### src/rtl/exp_adder_arbiter.sv
// exp_adder_arbiter: round-robin arbiter/sequencer sharing one exp_adder among N_REQ requesters
//
// Ports:
//   clk, rst_n                      clock, asynchronous active-low reset
//   req                             per-requester request level, held until granted
//   req_exp_A/B, req_k_A/B          packed operand exponents/regimes, requester i at [i*W +: W]
//   req_sign_A/B                    operand signs
//   gnt                             one-hot accept pulse, coincident with adder_start
//   adder_start                     start pulse to the adder
//   adder_exp_A/B, adder_k_A/B,
//   adder_sign_A/B                  operands latched at grant, stable until the next grant
//   adder_valid_out                 result-consumed pulse to the adder
//   adder_done, adder_exp_raw,
//   adder_sign, adder_NaR,
//   adder_zero                      adder results; flags valid one cycle after done
//   rsp_valid/rsp_ready             response handshake
//   rsp_id, rsp_exp_raw, rsp_sign,
//   rsp_NaR, rsp_zero, rsp_err      response payload tagged with the winning requester
//   busy                            high in every state except IDLE
//
// Optional feature: define EXP_ARB_WATCHDOG_EN to bound the wait for adder_done by
// TIMEOUT_CYC cycles and return an error response (rsp_NaR=1, rsp_err=1) on expiry.
module exp_adder_arbiter #(
    parameter int N_REQ       = 4,
    parameter int ES          = 3,
    parameter int K_BITS      = 6,
    parameter int MAX_BITS    = ES + K_BITS,
    parameter int TIMEOUT_CYC = 15
) (
    input  logic                       clk,
    input  logic                       rst_n,
    input  logic [N_REQ-1:0]           req,
    input  logic [N_REQ*ES-1:0]        req_exp_A,
    input  logic [N_REQ*ES-1:0]        req_exp_B,
    input  logic [N_REQ*K_BITS-1:0]    req_k_A,
    input  logic [N_REQ*K_BITS-1:0]    req_k_B,
    input  logic [N_REQ-1:0]           req_sign_A,
    input  logic [N_REQ-1:0]           req_sign_B,
    output logic [N_REQ-1:0]           gnt,
    output logic                       adder_start,
    output logic [ES-1:0]              adder_exp_A,
    output logic [ES-1:0]              adder_exp_B,
    output logic [K_BITS-1:0]          adder_k_A,
    output logic [K_BITS-1:0]          adder_k_B,
    output logic                       adder_sign_A,
    output logic                       adder_sign_B,
    output logic                       adder_valid_out,
    input  logic                       adder_done,
    input  logic                       adder_sign,
    input  logic                       adder_NaR,
    input  logic                       adder_zero,
    input  logic [MAX_BITS-1:0]        adder_exp_raw,
    output logic                       rsp_valid,
    input  logic                       rsp_ready,
    output logic [$clog2(N_REQ)-1:0]   rsp_id,
    output logic [MAX_BITS-1:0]        rsp_exp_raw,
    output logic                       rsp_sign,
    output logic                       rsp_NaR,
    output logic                       rsp_zero,
    output logic                       rsp_err,
    output logic                       busy
);

    localparam int ID_W = $clog2(N_REQ);

    typedef enum logic [2:0] {IDLE, ISSUE, WAIT, SETTLE, RESP, DRAIN} state_t;

    state_t              state_q;
    logic [ID_W-1:0]     ptr_q;
    logic [N_REQ-1:0]    gnt_q;
    logic                start_q;
    logic                valid_out_q;
    logic                busy_q;
    logic [ES-1:0]       exp_a_q, exp_b_q;
    logic [K_BITS-1:0]   k_a_q, k_b_q;
    logic                sign_a_q, sign_b_q;
    logic                rsp_valid_q;
    logic [ID_W-1:0]     rsp_id_q;
    logic [MAX_BITS-1:0] rsp_exp_q;
    logic                rsp_sign_q, rsp_nar_q, rsp_zero_q;

    logic [ID_W-1:0]     pick_d;
    logic                found_d;
    logic [ID_W-1:0]     idx;
    logic [ES-1:0]       exp_a_d, exp_b_d;
    logic [K_BITS-1:0]   k_a_d, k_b_d;
    logic                sign_a_d, sign_b_d;

`ifdef EXP_ARB_WATCHDOG_EN
    localparam int WD_W = $clog2(TIMEOUT_CYC + 1);
    logic [WD_W-1:0]     wd_q;
    logic                rsp_err_q;
`endif

    // Round-robin pick: scanning from the farthest candidate back to ptr+1 lets the
    // nearest requester after ptr overwrite the others, giving first-set-bit-from-ptr+1.
    always_comb begin
        pick_d   = ptr_q;
        found_d  = 1'b0;
        idx      = '0;
        for (int j = N_REQ; j >= 1; j--) begin
            idx = ID_W'((int'(ptr_q) + j) % N_REQ);
            if (req[idx]) begin
                pick_d  = idx;
                found_d = 1'b1;
            end
        end
        exp_a_d  = '0;
        exp_b_d  = '0;
        k_a_d    = '0;
        k_b_d    = '0;
        sign_a_d = 1'b0;
        sign_b_d = 1'b0;
        for (int i = 0; i < N_REQ; i++) begin
            if (pick_d == ID_W'(i)) begin
                exp_a_d  = req_exp_A[i*ES +: ES];
                exp_b_d  = req_exp_B[i*ES +: ES];
                k_a_d    = req_k_A[i*K_BITS +: K_BITS];
                k_b_d    = req_k_B[i*K_BITS +: K_BITS];
                sign_a_d = req_sign_A[i];
                sign_b_d = req_sign_B[i];
            end
        end
    end

    always_ff @(posedge clk or negedge rst_n) begin
        if (!rst_n) begin
            state_q     <= IDLE;
            ptr_q       <= ID_W'(N_REQ - 1);
            gnt_q       <= '0;
            start_q     <= 1'b0;
            valid_out_q <= 1'b0;
            busy_q      <= 1'b0;
            exp_a_q     <= '0;
            exp_b_q     <= '0;
            k_a_q       <= '0;
            k_b_q       <= '0;
            sign_a_q    <= 1'b0;
            sign_b_q    <= 1'b0;
            rsp_valid_q <= 1'b0;
            rsp_id_q    <= '0;
            rsp_exp_q   <= '0;
            rsp_sign_q  <= 1'b0;
            rsp_nar_q   <= 1'b0;
            rsp_zero_q  <= 1'b0;
`ifdef EXP_ARB_WATCHDOG_EN
            wd_q        <= '0;
            rsp_err_q   <= 1'b0;
`endif
        end else begin
            case (state_q)
                IDLE: begin
                    if (found_d) begin
                        gnt_q    <= N_REQ'(1) << pick_d;
                        start_q  <= 1'b1;
                        busy_q   <= 1'b1;
                        ptr_q    <= pick_d;
                        exp_a_q  <= exp_a_d;
                        exp_b_q  <= exp_b_d;
                        k_a_q    <= k_a_d;
                        k_b_q    <= k_b_d;
                        sign_a_q <= sign_a_d;
                        sign_b_q <= sign_b_d;
                        state_q  <= ISSUE;
                    end
                end
                ISSUE: begin
                    gnt_q   <= '0;
                    start_q <= 1'b0;
`ifdef EXP_ARB_WATCHDOG_EN
                    wd_q    <= '0;
`endif
                    state_q <= WAIT;
                end
                WAIT: begin
                    if (adder_done) begin
                        state_q <= SETTLE;
`ifdef EXP_ARB_WATCHDOG_EN
                    // Expire on the WAIT cycle whose increment brings the count to TIMEOUT_CYC,
                    // so the error response appears TIMEOUT_CYC cycles after entering WAIT.
                    end else if (wd_q == WD_W'(TIMEOUT_CYC - 1)) begin
                        rsp_valid_q <= 1'b1;
                        rsp_id_q    <= ptr_q;
                        rsp_exp_q   <= '0;
                        rsp_sign_q  <= 1'b0;
                        rsp_nar_q   <= 1'b1;
                        rsp_zero_q  <= 1'b0;
                        rsp_err_q   <= 1'b1;
                        state_q     <= RESP;
                    end else begin
                        wd_q <= wd_q + 1'b1;
`endif
                    end
                end
                SETTLE: begin
                    // Adder flags become valid one cycle after done, hence the capture here.
                    rsp_valid_q <= 1'b1;
                    rsp_id_q    <= ptr_q;
                    rsp_exp_q   <= adder_exp_raw;
                    rsp_sign_q  <= adder_sign;
                    rsp_nar_q   <= adder_NaR;
                    rsp_zero_q  <= adder_zero;
`ifdef EXP_ARB_WATCHDOG_EN
                    rsp_err_q   <= 1'b0;
`endif
                    state_q     <= RESP;
                end
                RESP: begin
                    if (rsp_valid_q && rsp_ready) begin
                        rsp_valid_q <= 1'b0;
`ifdef EXP_ARB_WATCHDOG_EN
                        if (rsp_err_q) begin
                            // The adder never finished, so there is no result to consume.
                            busy_q  <= 1'b0;
                            state_q <= IDLE;
                        end else begin
                            valid_out_q <= 1'b1;
                            state_q     <= DRAIN;
                        end
`else
                        valid_out_q <= 1'b1;
                        state_q     <= DRAIN;
`endif
                    end
                end
                DRAIN: begin
                    valid_out_q <= 1'b0;
                    busy_q      <= 1'b0;
                    state_q     <= IDLE;
                end
                default: begin
                    state_q <= IDLE;
                end
            endcase
        end
    end

    assign gnt             = gnt_q;
    assign adder_start     = start_q;
    assign adder_exp_A     = exp_a_q;
    assign adder_exp_B     = exp_b_q;
    assign adder_k_A       = k_a_q;
    assign adder_k_B       = k_b_q;
    assign adder_sign_A    = sign_a_q;
    assign adder_sign_B    = sign_b_q;
    assign adder_valid_out = valid_out_q;
    assign rsp_valid       = rsp_valid_q;
    assign rsp_id          = rsp_id_q;
    assign rsp_exp_raw     = rsp_exp_q;
    assign rsp_sign        = rsp_sign_q;
    assign rsp_NaR         = rsp_nar_q;
    assign rsp_zero        = rsp_zero_q;
    assign busy            = busy_q;
`ifdef EXP_ARB_WATCHDOG_EN
    assign rsp_err         = rsp_err_q;
`else
    assign rsp_err         = 1'b0;
`endif

endmodule

### config.mk
export PLATFORM = sky130hd
export DESIGN_NAME = exp_adder_arbiter
export DESIGN_NICKNAME = d
export VERILOG_FILES = /design/src/rtl/exp_adder_arbiter.sv
export SDC_FILE = /design/constraint.sdc
export NUM_CORES = 1
export LEC_CHECK = 0
export BUFFER_PORTS_ARGS = -buffer_cell sky130_fd_sc_hd__buf_2
export CAP_MARGIN = 15
export CORE_MARGIN = 2
export CORE_UTILIZATION = 37
export DETAILED_ROUTE_END_ITERATION = 6
export PLACE_DENSITY = 0.81
export REMOVE_ABC_BUFFERS = 1
export SLEW_MARGIN = 20
export SYNTH_ARGS = -nofsm -noshare
export SYNTH_HDL_FRONTEND = slang
export SYNTH_SLANG_ARGS = --single-unit
### constraint.sdc
create_clock -name clk -period 1.88 [get_ports clk]
set_clock_uncertainty 0.05 [all_clocks]
set_input_delay 0.188 -clock clk [delete_from_list [all_inputs] [get_ports clk]]
set_output_delay 0.188 -clock clk [all_outputs]
set_load 0.02 [all_outputs]
==> results.json <==
{
  "status": "complete, no violations",
  "finalHoldViolCount": 0,
  "async_reset_ff_share_pct": 100,
  "min_period_ns": 1.83,
  "peakVddDrop_v": 0.000726,
  "nNetsFinal": 506,
  "leakagePower_nw": 1.77,
  "synthTopCellsByArea": "dfrtp_1 41%, a211oi_2 16%, mux2i_1 7.2%, mux2_2 5.3%, nand2_1 3.9%",
  "layout-drive-gt1-share_pct": 55.8,
  "cts_sinks": 47,
  "multi_input_area_um2": 1460,
  "grt_max_degree": 33,
  "ys_ff_latch": 47,
  "fin_area_um2": 3780,
  "antenna_cells": 0,
  "synth_commonest_cells": "45 x dfrtp_1, 35 x a211oi_2, 29 x nand2_1",
  "area_delta_synth_final_pct": 36.6,
  "synth.distinct_cells": 34,
  "synth-edff-count": 0,
  "p_switching_mw": 2.86,
  "synth_most_common_cell": "dfrtp_1",
  "crit_path_cell_trace": "or3b_4, nand3_4, buf_12, mux2i_2, a211oi_2",
  "synth_cells": 261,
  "crit_fanout": 21,
  "wire_per_inst_um": 15.0,
  "place_hpwl_mm": 5.74,
  "max_stage_delay_ns": 0.57,
  "p_per_area_nw_per_um2": 1670,
  "post-route-util_pct": 52.1,
  "die_h_um": 90.5,
  "yosysWarnings": 0,
  "rsz0062_at_grt": "yes",
  "h-tree-depth": 2,
  "grt_pass1_wl_mm": 12.1,
  "via_count": 2532,
  "gr-total-overflow": 0,
  "pwr-share-clk_pct": 9.5,
  "avgSynthCellArea_um2": 10.6,
  "hold_path_class": "in -> reg",
  "grt_usage_pct": 18.2,
  "crit_path_start_kind": "register",
  "layout.cells.non_filler": 506,
  "use_met3_pct": 3.26,
  "pwr-share-comb_pct": 61.9,
  "core_um2": 7250,
  "maxCapViolations": 0,
  "grt_pass1_vias": 2509,
  "ys_seq_area_share_pct": 42.6,
  "netlist_area_um2": 2770,
  "synth.top_cell.area_share_pct": 40.7,
  "dieArea_um2": 8180,
  "place_inst": 497,
  "clk_pin_slew_ns": 0.09,
  "ant_nets": 0,
  "crit_slowest_cell": "dfstp_2",
  "cts-root-buf": "clkbuf_8",
  "seqCellArea_um2": 1180,
  "setup_viol": 0,
  "crit_arrival_ns": 1.95,
  "finalWeightedCongestion": 0.822,
  "cts_buffers": 5,
  "p_seq_share_pct": 28.6,
  "drt_first_pass_iters": 4,
  "nFillCells": 684,
  "top_usage_layer": "met2",
  "finalCritPeriodShare_pct": 97.1,
  "cts_tree": "built",
  "fmax_mhz": 548,
  "io_buffers": 141,
  "crit_type": "reg -> reg",
  "cts_buffer_depth": 2,
  "drv_slew": 0,
  "tns_ns": 0,
  "vias_per_cell": 5.00,
  "yosysTopAreaCell": "dfrtp_1",
  "io_pins": 143,
  "use_met2_pct": 32.2,
  "worstPathRequired_ns": 2.01,
  "drc_errors": 0,
  "antenna_found_initial": 0,
  "rows": 31,
  "crit_path_end_kind": "register",
  "gr-usage-met1_pct": 22.7,
  "intPower_mw": 3.44,
  "totalWireLength_mm": 7.59,
  "initial_core_util_pct": 38.1,
  "dpl_cell_area_um2": 3660,
  "netSwitchingFraction_pct": 45.3,
  "drt_iter0_markers": 106,
  "clock_latency_ns": 0.30,
  "die_x_um": 90.5,
  "synth_flop_cell": "dfrtp_1"
}
-- what timing repair did --
action | CTS | global route
gates resized for setup | 0 | 8
buffers inserted | 0 | 0
endpoints found under the hold margin | 15 | 0
setup endpoints to repair | 0 | 18
hold buffers | 1 | 0
-- worst paths after layout --
check	start	endpoint	slack (ns)	cells after the start
worst min-delay path	adder_exp_raw[1]	rsp_exp_raw[1]$_DFFE_PN0N_	0.07	2
max in group asynchronous	rst_n	ptr_q[0]$_DFFE_PN1P_	0.90	3
worst min register to register	rsp_id[1]$_DFFE_PN0N_	rsp_id[1]$_DFFE_PN0N_	0.44	2
min in group asynchronous	rst_n	rsp_exp_raw[0]$_DFFE_PN0N_	0.32	2
worst max-delay path	ptr_q[0]$_DFFE_PN1P_	adder_k_B[4]$_DFFE_PN0P_	0.05	5
worst max register to register	ptr_q[0]$_DFFE_PN1P_	adder_k_B[4]$_DFFE_PN0P_	0.05	5
-- power groups by stage --
stage	registers (mW)	clock network [mW]	logic (mW)
global placement	1.80	0	3.77
CTS	1.81	0.626	3.89
global route	1.87	0.659	4.21
detailed placement	1.82	0	3.90
floorplan	2.36	0	1.94
finish	1.80	0.596	3.90
-- logic make-up (layout without fill, tap and decap cells) --
logic type             count (synthesis)  in the layout  synth area share (%)
AND/OR/NAND/NOR                       89             89                  16.0
buffers and inverters                 26            172                  5.38
AO/OA/AOI/OAI                         65             65                  23.4
multiplexers                          33             33                  12.5
flip-flops                            47             47                  42.6
other                                  1              1                 0.136
-- flip-flops by register name, indices dropped and copies added, names as in the netlist --
name	cells
busy	1
rsp_valid	1
rsp_zero	1
adder_start	1
rsp_exp_raw	9
rsp_NaR	1
rsp_id	2
gnt	4
rsp_sign	1
adder_valid_out	1
adder_k_B	6
ptr_q	2
adder_sign_A	1
adder_k_A	6
adder_exp_A	3
state_q	3
adder_exp_B	3
adder_sign_B	1
-- placed cells by master, fill, tap and decap left out, types with 4 or more instances in the layout --
cell type and count:
mux2_2 13, a211oi_1 5, inv_1 4, dfrtp_1 45, buf_12 5, o21ai_1 4, nor2_1 23, buf_2 141
buf_4 12, a211oi_2 35, a21oi_1 7, nor2b_1 5, mux2i_1 17, clkbuf_8 5, nand2_1 29, nor3_1 21
-- critical path: cells and delay by family, from the launching register on --
family          cells  cell delay (ns)
compound gates      1             0.10
buf+inv             1             0.20
flops               1             0.57
mux                 1             0.27
simple gates        2             0.51
-- metrics by stage --
| stage | total power [mW] | setup WS, ns | hold WS (ns) |
|---|---|---|---|
| 6_report | 6.30 | 0.0546 | 0.0730 |
| 3_5_place_dp | 5.71 | 0.0162 | 0.0868 |
| 2_1_floorplan | 4.30 | -0.747 | -0.158 |
| 3_3_place_gp | 5.57 | 0.0992 | 0.0821 |
| 5_1_grt | 6.74 | -0.0130 | 0.0628 |
| 4_1_cts | 6.32 | 0.00282 | 0.0599 |
-- metal layers --
layer  up-vias  part of all wire [%]
li1       1226                     -
met1      1231                    43
met4         0                   1.1
met5         -                     0
met2        71                    52
met3         4                   4.1
-- cell type report --
cell class	instances	share of cell area [%]
multi-input combinational	188	38.7
inverter	4	0.397
sequential	47	31.2
tap	99	3.28
timing repair buffer	160	24.3
clock buffer	8	2.12
Note: power is estimated with default switching activity, not from simulation.
